## src/rtl/alu_seq_ctrl.sv

```systemverilog
`default_nettype none
// ============================================================================
// Module      : alu_seq_ctrl
// Description : Multi-cycle sequencer for the 16-bit ALU datapath. Steps the
//               A/Q/M registers and the adder/subtractor through add, sub,
//               radix-2 Booth multiply and restoring divide (16 iterations),
//               and drives the external 4-bit iteration counter.
//               Optional macro ALU_SEQ_DIV_EN compiles in the divide states;
//               without it op 11 completes immediately with err=1.
// Revision    : 1.0 - initial release
// ============================================================================
module alu_seq_ctrl (
    input  logic       clk,
    input  logic       rst_b,
    input  logic       start,
    input  logic [1:0] op,
    input  logic       q0,
    input  logic       q_m1,
    input  logic       a_msb,
    input  logic [3:0] cnt,
    output logic       ld_op,
    output logic       cnt_clr_b,
    output logic       c_up,
    output logic       alu_add,
    output logic       alu_sub,
    output logic       shr,
    output logic       shl,
    output logic       set_q0,
    output logic       out_en,
    output logic       busy,
    output logic       done,
    output logic       err
);

    localparam logic [3:0] c_idle    = 4'd0;
    localparam logic [3:0] c_load    = 4'd1;
    localparam logic [3:0] c_exec    = 4'd2;
    localparam logic [3:0] c_b_op    = 4'd3;
    localparam logic [3:0] c_b_shift = 4'd4;
`ifdef ALU_SEQ_DIV_EN
    localparam logic [3:0] c_d_shift = 4'd5;
    localparam logic [3:0] c_d_sub   = 4'd6;
    localparam logic [3:0] c_d_fix   = 4'd7;
`endif
    localparam logic [3:0] c_out     = 4'd8;

    localparam logic [1:0] c_op_add  = 2'b00;
    localparam logic [1:0] c_op_sub  = 2'b01;
    localparam logic [1:0] c_op_mul  = 2'b10;

    logic [3:0] r_state;
    logic [3:0] w_next;
    logic [1:0] r_op;
    logic       w_cnt_last;
    logic       w_unsupported;

    assign w_cnt_last = (cnt == 4'hF);

`ifdef ALU_SEQ_DIV_EN
    assign w_unsupported = 1'b0;
`else
    // The divide-restore flag has no consumer when the divide path is absent.
    logic w_unused_a_msb;
    assign w_unused_a_msb = a_msb;
    assign w_unsupported  = (r_op == 2'b11);
`endif

    // State register and operation latch; reset forces IDLE and clears op.
    always_ff @(posedge clk) begin
        if (!rst_b) begin
            r_state <= c_idle;
            r_op    <= 2'b00;
        end else begin
            r_state <= w_next;
            if (r_state == c_idle && start) begin
                r_op <= op;
            end
        end
    end

    // Next-state selection.
    always_comb begin
        w_next = r_state;
        case (r_state)
            c_idle:    w_next = start ? c_load : c_idle;
            c_load: begin
                case (r_op)
                    c_op_add: w_next = c_exec;
                    c_op_sub: w_next = c_exec;
                    c_op_mul: w_next = c_b_op;
`ifdef ALU_SEQ_DIV_EN
                    default:  w_next = c_d_shift;
`else
                    default:  w_next = c_out;
`endif
                endcase
            end
            c_exec:    w_next = c_out;
            c_b_op:    w_next = c_b_shift;
            c_b_shift: w_next = w_cnt_last ? c_out : c_b_op;
`ifdef ALU_SEQ_DIV_EN
            c_d_shift: w_next = c_d_sub;
            c_d_sub:   w_next = c_d_fix;
            c_d_fix:   w_next = w_cnt_last ? c_out : c_d_shift;
`endif
            c_out:     w_next = c_idle;
            default:   w_next = c_idle;
        endcase
    end

    // Datapath strobes decoded from the state (plus Booth pair / restore bit).
    always_comb begin
        ld_op     = 1'b0;
        cnt_clr_b = 1'b1;
        c_up      = 1'b0;
        alu_add   = 1'b0;
        alu_sub   = 1'b0;
        shr       = 1'b0;
        shl       = 1'b0;
        set_q0    = 1'b0;
        out_en    = 1'b0;
        done      = 1'b0;
        err       = 1'b0;
        busy      = (r_state != c_idle);
        case (r_state)
            c_load: begin
                ld_op     = 1'b1;
                cnt_clr_b = 1'b0;
            end
            c_exec: begin
                alu_add = (r_op == c_op_add);
                alu_sub = (r_op == c_op_sub);
            end
            c_b_op: begin
                // Booth recoding: 10 -> subtract M, 01 -> add M, else nothing.
                alu_sub = q0 & ~q_m1;
                alu_add = ~q0 & q_m1;
            end
            c_b_shift: begin
                shr  = 1'b1;
                c_up = 1'b1;
            end
`ifdef ALU_SEQ_DIV_EN
            c_d_shift: shl = 1'b1;
            c_d_sub:   alu_sub = 1'b1;
            c_d_fix: begin
                // Negative trial remainder is restored, otherwise quotient bit set.
                c_up    = 1'b1;
                alu_add = a_msb;
                set_q0  = ~a_msb;
            end
`endif
            c_out: begin
                done   = 1'b1;
                err    = w_unsupported;
                out_en = ~w_unsupported;
            end
            default: ;
        endcase
    end

endmodule
`default_nettype wire

```

## config.mk

```make
export PLATFORM = sky130hd
export DESIGN_NAME = alu_seq_ctrl
export DESIGN_NICKNAME = d
export VERILOG_FILES = /design/src/rtl/alu_seq_ctrl.sv
export SDC_FILE = /design/constraint.sdc
export NUM_CORES = 1
export LEC_CHECK = 0
export BUFFER_PORTS_ARGS = -buffer_cell sky130_fd_sc_hd__buf_2
export CAP_MARGIN = 20
export CORE_AREA = 2 2 39 41
export CTS_CLUSTER_SIZE = 10
export DETAILED_ROUTE_END_ITERATION = 7
export DIE_AREA = 0 0 41 43
export PLACE_DENSITY_LB_ADDON = 0.1
export RECOVER_POWER = 100
export SETUP_SLACK_MARGIN = 0.02
export SYNTH_ARGS = -nofsm -noshare
export SYNTH_HDL_FRONTEND = slang
export SYNTH_SLANG_ARGS = --single-unit
```

## constraint.sdc

```tcl
create_clock -name clk -period 2.98 [get_ports clk]
set_input_delay 0.149 -clock clk [delete_from_list [all_inputs] [get_ports clk]]
set_output_delay 0.149 -clock clk [all_outputs]
set_load 0.03 [all_outputs]
```

Word-level counts from Yosys, hierarchy flattened:

Cells that the tools add are included.

* mux-type cells: 12
* bitwise logic cells: 5
* equal/unequal tests: 9
* reductions and logical operators: 5

Operators with widths (number)
* $pmux W4 S5: 1
* $eq A4 B2 Y1 const B: 2
* $eq A4 B4 Y1 const B: 2
* $pmux W4 S2: 1
* $mux W1: 7
* $eq A2 B2 Y1 const B: 2
* $eq A4 B1 Y1 const B: 1
* $eq A4 B3 Y1 const B: 1
* $logic_not A4 Y1: 1
* $mux W4: 1
* $pmux W1 S2: 2
* $reduce_bool A4 Y1: 1
* $not A1 Y1: 3
* $and A1 B1 Y1: 2
* $eq A2 B1 Y1 const B: 1
* $logic_not A2 Y1: 1
* $reduce_or A2 Y1: 1
* $logic_and A1 B1 Y1: 1

* output and inout bits: 12
* word-level logic and storage cells: 33
* register bits: 6

Longest topological paths before layout:

Gate-level depths: netlist of run 1.

* depth in word-level cells: 4
* gate-level depth with buffers: 5
* depth with buffers taken out: 4

Worst setup path after synthesis of run 1:

No wires, ideal clock.

* path type: reg-to-output
* start: register r_state[1]
* end: output cnt_clr_b
* cell stages (with the launch flop): 3
* buffers on the path: 0
* data arrival time: 1551 ps
* setup slack: 1280 ps
* path through: dfxtp_1 nor4b_2 inv_1

* cells in the longest elaborated chain, start to end: 2

RTL lines
* start: declaration: line 51 `logic [3:0] r_state;`
* start signal: assignment: line 71 `r_state <= c_idle;`
* start signal: assignment: line 74 `r_state <= w_next;`
* $eq A4 B1 Y1: line 125 `case (r_state)`
* $mux W1: line 125
* end: declaration: line 22 `output logic cnt_clr_b,`

Every way passes these cells.

Final worst setup path of run 1:

* start: register r_state[0]
* end: output ld_op

* cells in the longest elaborated chain, start to end: 2

RTL lines
* $eq A4 B1 Y1: line 125
* $mux W1: line 125
* end: declaration: line 21 `output logic ld_op,`

Every way passes these cells.

==> results of run 1 <==
==> worst paths after layout <==
kind / from / endpoint / slack, ns / depth (start not counted)
worst max-delay path: r_state[0] / ld_op / 1.03 / 2
worst min-delay path: op[1] / r_op[1] / 0.15 / 3
worst max register to register: r_state[0] / r_state[0] / 1.33 / 3
worst min register to register: r_op[0] / r_state[3] / 0.55 / 2
==> sequential cells by signal, summed over array words and instances (netlist names) <==
signal and count:
r_op 2, r_state 4
==> cells in the mapped netlist <==
| cell type | instances |
|---|---|
| a32oi_1 | 1 |
| o32a_1 | 1 |
| nor4_4 | 1 |
| dfxtp_1 | 6 |
| o21ai_1 | 2 |
| inv_2 | 1 |
| nand3b_1 | 1 |
| nand3_1 | 3 |
| nor4b_2 | 2 |
| conb_1 | 1 |
| and4_1 | 1 |
| inv_1 | 5 |
| nor3_1 | 1 |
| nor2_1 | 4 |
| nand2b_1 | 1 |
| buf_2 | 1 |
| nand2_1 | 4 |
| o21ai_0 | 1 |
| or4b_1 | 1 |
| a21boi_1 | 2 |
| buf_4 | 3 |
| a2bb2oi_1 | 1 |
| or3b_4 | 1 |
| a21oi_1 | 4 |
| a31oi_1 | 1 |
==> logic make-up after synthesis <==
kind of cell / count (synthesis) / synth area share
buffers and inverters: 10 / 0.124
AND/OR/NAND/NOR: 20 / 0.360
other: 1 / 0.00931
flip-flops: 6 / 0.298
AO/OA/AOI/OAI: 13 / 0.208
==> through the flow <==
step | area [um2] | power [mW] | worst slack (ns) | utilization
after floorplan | 407 | 0.143 | 1.28 | -
after global placement | 499 | 0.161 | 1.44 | 0.361
after detailed placement | 499 | 0.160 | 1.44 | 0.361
after CTS | 522 | 0.237 | 1.17 | 0.377
after global routing | 480 | 0.243 | 0.889 | 0.347
final | 480 | 0.225 | 1.03 | 0.347
==> power breakdown <==
part | internal, mW | switching (mW)
registers | 0.0853 | 0.00849
clock network | 0.0456 | 0.0298
logic | 0.0197 | 0.0366
==> cell type report <==
type / instances / share of cell area
well taps: 16 / 0.0417
repair buffers: 20 / 0.185
inverters: 6 / 0.0469
clock buffers: 3 / 0.0469
flip-flops and latches: 6 / 0.250
multi-input cells: 35 / 0.430
==> per-layer routing <==
| layer | track usage | share of wire | up-vias |
|---|---|---|---|
| li1 | - | - | 213 |
| met1 | 0.153 | 0.48 | 186 |
| met2 | 0.169 | 0.47 | 11 |
| met3 | 0.0628 | 0.049 | 0 |
| met4 | 0.0200 | 0 | 0 |
| met5 | 0 | 0 | - |
==> worst reg2reg max path: stages (launching register included) <==
cell and delay, ns:
dfxtp_1 0.50, nor4b_1 0.69, a32oi_1 0.21, a21oi_1 0.18
==> results.yml, run 1 <==
clocking:
  cts.path.max_buffers: 2
  clk_latency_ns: 0.24
  post_cts_resize_count: 0
  root_buffer: "clkbuf_4"
  cts_sinks: 6
  clk_pin_slew_worst_paths_ns: 0.05
  hold_buffers: 0
  cts_setup_buffers: 0
  cts_max_level: 1
  cts_made_buffers: 3
  cts_tree: "yes"
global_route:
  grt_max_degree: 12
  overflow: 0
  grt_pass1_wl_um: 1410
  grt_pass1_vias: 341
  grt_use_total: 0.117
  antenna_found_initial: 0
floorplanning:
  core_um2: 1380
  pin_count: 24
  fp.dieH_um: 43
  dieArea_um2: 1760
  num_rows: 14
  fp.dieW_um: 41
  start_util: 0.291
status:
  status: "finished, final reports clean"
finish:
  area_delta_synth_final_pct: 19.3
  drive_gt1_frac: 0.214
  nets: 84
  multi_input_area_um2: 206
  insertedDiodeCount: 0
  fillers: 166
  regArea_um2: 120
  final_common_cell: "buf_2"
  fin_cells: 86
  final_cell_mix: "buf_2 (11), clkbuf_1 (9), dfxtp_1 (6)"
drt:
  routed_wl_um: 891
  drc: 0
  ant_nets: 0
  wl_per_cell_um: 10.4
  dr.first_iter.drc_count: 7
  first_pass_iters: 4
  viasPerCell: 4.77
  num_vias: 410
sta:
  fin_crit_sh: 0.654
  slew_headroom: 0.473
  hold_violations: 0
  fin_setup_tns_ns: 0
  setup_viol: 0
  tightestPinTransition_ns: 0.780
  rsz0062_at_grt: "false"
  whs_ns: 0.155
  fmax_mhz: 513
  fin_crit_ns: 1.95
  slew_viol_final: 0
  fin_skew_ns: 0.00119
power_and_ir_drop:
  p_leak_nw: 0.204
  powerDensity_nw_per_um2: 469
  vdd_drop_max_v: 0.000244
logic_synthesis:
  synth_seq_area_share: 0.298
  yosysTopAreaCellShare: 0.298
  yosysWarnings: 0
  ys_ff_latch: 6
  synth_area_um2: 403
  synth_area_leaders: "dfxtp_1 (30%), nor4b_2 (7.5%), buf_4 (5.6%)"
  syn_inst: 50
  synth_cell_type_count: 25
  avgSynthCellArea_um2: 8.06
  yosysTopAreaCell: "dfxtp_1"
critical_path:
  cp-start-kind: "flop"
  worstPathRequired_ns: 2.83
  crit_family: "simple AND/OR/NAND/NOR gates"
  crit_fanout: 11
  crit_buf_inv: 1
  slowest_delay_ns: 0.69
  crit_slowest_cell: "nor4b_1"
  crit_chain: "nor4b_1 > clkbuf_1"
  setup.worst_path.class: "flop to output port"
  cp_data_arrival_time_ns: 1.80
  critPathCaptureType: "output port"
min_path:
  hold_class: "input pin to flop"
place:
  dp_cells: 83
  place.gp.congestion: 0.667
  hpwl_um: 726
  portBuffers: 20
job:
  drv_cap: 0
No activity file was read; power rests on OpenSTA's default activity.
==> run 2: changes to the inputs <==
Clock period 2.98 ns to 1.9 ns, I/O delays scaled along.
==> results.yml, run 2 (synthesized netlist as in run 1, its figures left out) <==
floorplanning:
  fp.dieH_um: 43
  pin_count: 24
  start_util: 0.291
  fp.dieW_um: 41
  core_um2: 1380
  num_rows: 14
  dieArea_um2: 1760
clocking:
  root_buffer: "clkbuf_4"
  hold_buffers: 0
  cts_sinks: 6
  cts.path.max_buffers: 2
  cts_max_level: 1
  post_cts_resize_count: 0
  cts_made_buffers: 3
  clk_latency_ns: 0.24
  cts_setup_buffers: 0
  cts_tree: "yes"
  clk_pin_slew_worst_paths_ns: 0.04
finish:
  largest_register_ffs: 4
  area_delta_synth_final_pct: 22.7
  largest_registers: "r_state: 4 flops, r_op: 2 flops"
  fin_cells: 86
  final_cell_mix: "buf_2 (11), clkbuf_2 (6), dfxtp_1 (6)"
  regMostFlops: "r_state"
  final_common_cell: "buf_2"
  insertedDiodeCount: 0
  drive_gt1_frac: 0.314
  nets: 84
power_and_ir_drop:
  p_int_mw: 0.239
  switching_share: 0.324
  seqPwrFrac: 0.421
  powerDensity_nw_per_um2: 715
  vdd_drop_max_v: 0.000338
  clkPwrFrac: 0.321
  p_total_mw: 0.353
  p_sw_mw: 0.114
  p_comb_frac: 0.258
  p_leak_nw: 0.226
place:
  hpwl_um: 728
  dp_cells: 83
  place.gp.congestion: 0.657
  portBuffers: 20
global_route:
  grt_use_total: 0.119
  grt_pass1_wl_um: 1410
  overflow: 0
  grt_max_degree: 12
  antenna_found_initial: 0
  grt_pass1_vias: 351
min_path:
  min_to: "r_state[2]"
  min_path_cells: 3
  min_from: "rst_b"
  hold_class: "input pin to flop"
critical_path:
  r2r-start: "r_state[0]"
  r2r_slack_ns: 0.43
  cp-start-kind: "flop"
  worstPathRequired_ns: 1.80
  setup.worst_path.class: "flop to output port"
  r2r_cells: 4
  crit_fanout: 11
  critPathCaptureType: "output port"
  cp_data_arrival_time_ns: 1.62
  r2r_end: "r_op[1]"
sta:
  tightestPinTransition_ns: 0.653
  slew_viol_final: 0
  fin_setup_tns_ns: 0
  fin_skew_ns: 0.00230
  rsz0062_at_grt: "false"
  slew_headroom: 0.560
  fmax_mhz: 582
  fin_crit_ns: 1.72
  setup_viol: 0
  hold_violations: 0
  fin_crit_sh: 0.904
drt:
  dr.first_iter.drc_count: 12
  ant_nets: 0
  drc: 0
  num_vias: 431
  first_pass_iters: 3
  wl_per_cell_um: 10.7
  routed_wl_um: 918
  viasPerCell: 5.01
job:
  drv_cap: 0
status:
  status: "finished, final reports clean"
run 2: layout make-up:
type / count / area, um2
tap: 16 / 20.0
multi-input combinational: 35 / 213
inverter: 6 / 22.5
fill: 161 / 890
timing repair buffer: 20 / 96.3
clock buffer: 3 / 22.5
sequential: 6 / 120
run 2: worst max-delay path, stage by stage, from the launching register on:
cell and delay (ns):
dfxtp_1 0.40, or4b_1 0.61, inv_1 0.07, clkbuf_1 0.30
run 2: how the worst max path moves through the flow:
stage / slack, ns / startpoint / to
floorplan: 0.25 / r_state[1] / cnt_clr_b
global placement: 0.39 / r_state[0] / r_state[0]
detailed placement: 0.43 / r_state[0] / r_state[0]
CTS: 0.16 / r_state[0] / out_en
global route: 0.06 / r_state[0] / c_up
finish: 0.18 / r_state[0] / done
run 2: metal layers:
metal | vias to the layer above | track usage | wire, um
met2 | 13 | 0.153 | 450
met3 | 0 | 0.0628 | 43
li1 | 214 | - | -
met4 | 0 | 0.0400 | 0
met5 | - | 0 | 0
met1 | 204 | 0.165 | 424
run 2: through the flow:
step / instance area [um2] / setup WS [ns] / hold WS, ns / utilization
6_report: 494 / 0.182 / 0.112 / 0.357
5_1_grt: 494 / 0.0622 / 0.111 / 0.357
4_1_cts: 522 / 0.164 / 0.105 / 0.377
3_5_place_dp: 499 / 0.427 / 0.362 / 0.361
3_3_place_gp: 499 / 0.387 / 0.362 / 0.361
2_1_floorplan: 407 / 0.254 / 0.218 / -
run 2: power by group through the flow:
stage	sequential (mW)	clock [mW]	combinational [mW]
after global placement	0.154	0	0.0982
after CTS	0.151	0.119	0.0984
final	0.149	0.113	0.0912
after global routing	0.150	0.129	0.101
after floorplan	0.144	0	0.0806
after detailed placement	0.153	0	0.0980
==> run 3: changes to the inputs <==
Settings changed: GPL_TIMING_DRIVEN set to 0.
==> results.yml, run 3 (synthesized netlist as in run 1, its figures left out) <==
status:
  status: "finished, final reports clean"
critical_path:
  crit_slowest_cell: "or4b_1"
  setup.worst_path.class: "flop to output port"
  worstPathRequired_ns: 1.80
  slowest_delay_ns: 0.58
  crit_fanout: 10
  cp_data_arrival_time_ns: 1.65
  crit_chain: "buf_2 > or4b_1 > a21oi_1 > clkbuf_2"
  cp-start-kind: "flop"
  critPathCaptureType: "output port"
clocking:
  clk_latency_ns: 0.24
  hold_buffers: 0
  cts_tree: "yes"
  root_buffer: "clkbuf_4"
  cts_max_level: 1
  cts_made_buffers: 3
  cts.path.max_buffers: 2
  cts_sinks: 6
  clk_pin_slew_worst_paths_ns: 0.04
  cts_setup_buffers: 0
  post_cts_resize_count: 0
floorplanning:
  core_um2: 1380
  num_rows: 14
  fp.dieH_um: 43
  pin_count: 24
  fp.dieW_um: 41
  start_util: 0.291
  dieArea_um2: 1760
sta:
  fin_crit_ns: 1.75
  setup_viol: 0
  hold_violations: 0
  rsz0062_at_grt: "false"
  fmax_mhz: 573
  slew_viol_final: 0
  fin_skew_ns: 0.000638
  slew_headroom: 0.488
  fin_crit_sh: 0.919
  fin_setup_tns_ns: 0
  tightestPinTransition_ns: 0.758
  whs_ns: 0.0993
power_and_ir_drop:
  p_sw_mw: 0.119
  switching_share: 0.328
  p_int_mw: 0.243
  clkPwrFrac: 0.323
  p_leak_nw: 0.243
  vdd_drop_max_v: 0.000485
  powerDensity_nw_per_um2: 688
  p_comb_frac: 0.281
  seqPwrFrac: 0.396
finish:
  multi_input_area_um2: 219
  final_common_cell: "buf_2"
  largest_registers: "r_state: 4 flops, r_op: 2 flops"
  fillers: 168
  nets: 88
  area_delta_synth_final_pct: 30.7
  insertedDiodeCount: 0
  regMostFlops: "r_state"
  largest_register_ffs: 4
  regArea_um2: 120
  final_cell_mix: "buf_2 (12), dfxtp_1 (6), inv_1 (5), clkbuf_2 (5)"
  drive_gt1_frac: 0.351
drt:
  drc: 0
  num_vias: 443
  ant_nets: 0
  first_pass_iters: 2
  wl_per_cell_um: 9.97
  routed_wl_um: 897
  viasPerCell: 4.92
  dr.first_iter.drc_count: 2
global_route:
  grt_pass1_vias: 397
  grt_use_total: 0.132
  grt_pass1_wl_um: 1560
  antenna_found_initial: 0
  grt_max_degree: 11
  overflow: 0
min_path:
  hold_class: "input pin to flop"
job:
  drv_cap: 0
place:
  hpwl_um: 751
  place.gp.congestion: 0.681
  portBuffers: 20
==> run 3: changes by cell type in the layout (fill, tap and decap cells not counted), sizes merged <==
cell	change
buf	+4
==> run 3: power groups by stage <==
stage          Clock, mW  Combinational (mW)  Sequential, mW
3_3_place_gp           0               0.109           0.147
2_1_floorplan          0              0.0806           0.144
3_5_place_dp           0               0.109           0.147
4_1_cts            0.122               0.110           0.145
6_report           0.117               0.102           0.144
5_1_grt            0.136               0.113           0.145
==> run 3: per-layer routing <==
layer	up-vias	GRT usage	wire length, um
li1	226	-	-
met1	203	0.152	368
met4	0	0.0200	0
met2	14	0.206	461
met3	0	0.0785	67
met5	-	0	0
==> run 3: final cells by class <==
class | instances | area share
plain buffers | 4 | 0.0523
clock buffers | 3 | 0.0428
inverters | 6 | 0.0428
multi-input cells | 35 | 0.416
flip-flops and latches | 6 | 0.228
well taps | 16 | 0.0380
repair buffers | 20 | 0.181
==> run 3: final timing paths <==
kind | startpoint | endpoint | slack [ns] | cells past startpoint
max | r_state[0] | out_en | 0.15 | 4
min | op[0] | r_op[0] | 0.1 | 3
max reg2reg | r_state[1] | r_state[0] | 0.39 | 3
min reg2reg | r_op[0] | r_state[3] | 0.54 | 2
==> run 3: per-stage QoR <==
step / setup slack, ns / power [mW] / utilization / area, um2 / std cells
after CTS: 0.130 / 0.376 / 0.397 / 549 / 90
after global placement: 0.414 / 0.256 / 0.381 / 527 / 87
after detailed placement: 0.399 / 0.257 / 0.381 / 527 / 87
after floorplan: 0.254 / 0.225 / - / 407 / 51
after global routing: 0.0343 / 0.394 / 0.381 / 527 / 90
final: 0.154 / 0.362 / 0.381 / 527 / 90
==> run 3: critical path, delay by kind of cell (launching register included) <==
| family | cells | cell delay (ns) |
|---|---|---|
| AO/OA/AOI/OAI | 1 | 0.14 |
| flip-flops | 1 | 0.30 |
| AND/OR/NAND/NOR | 1 | 0.58 |
| buffers and inverters | 2 | 0.39 |
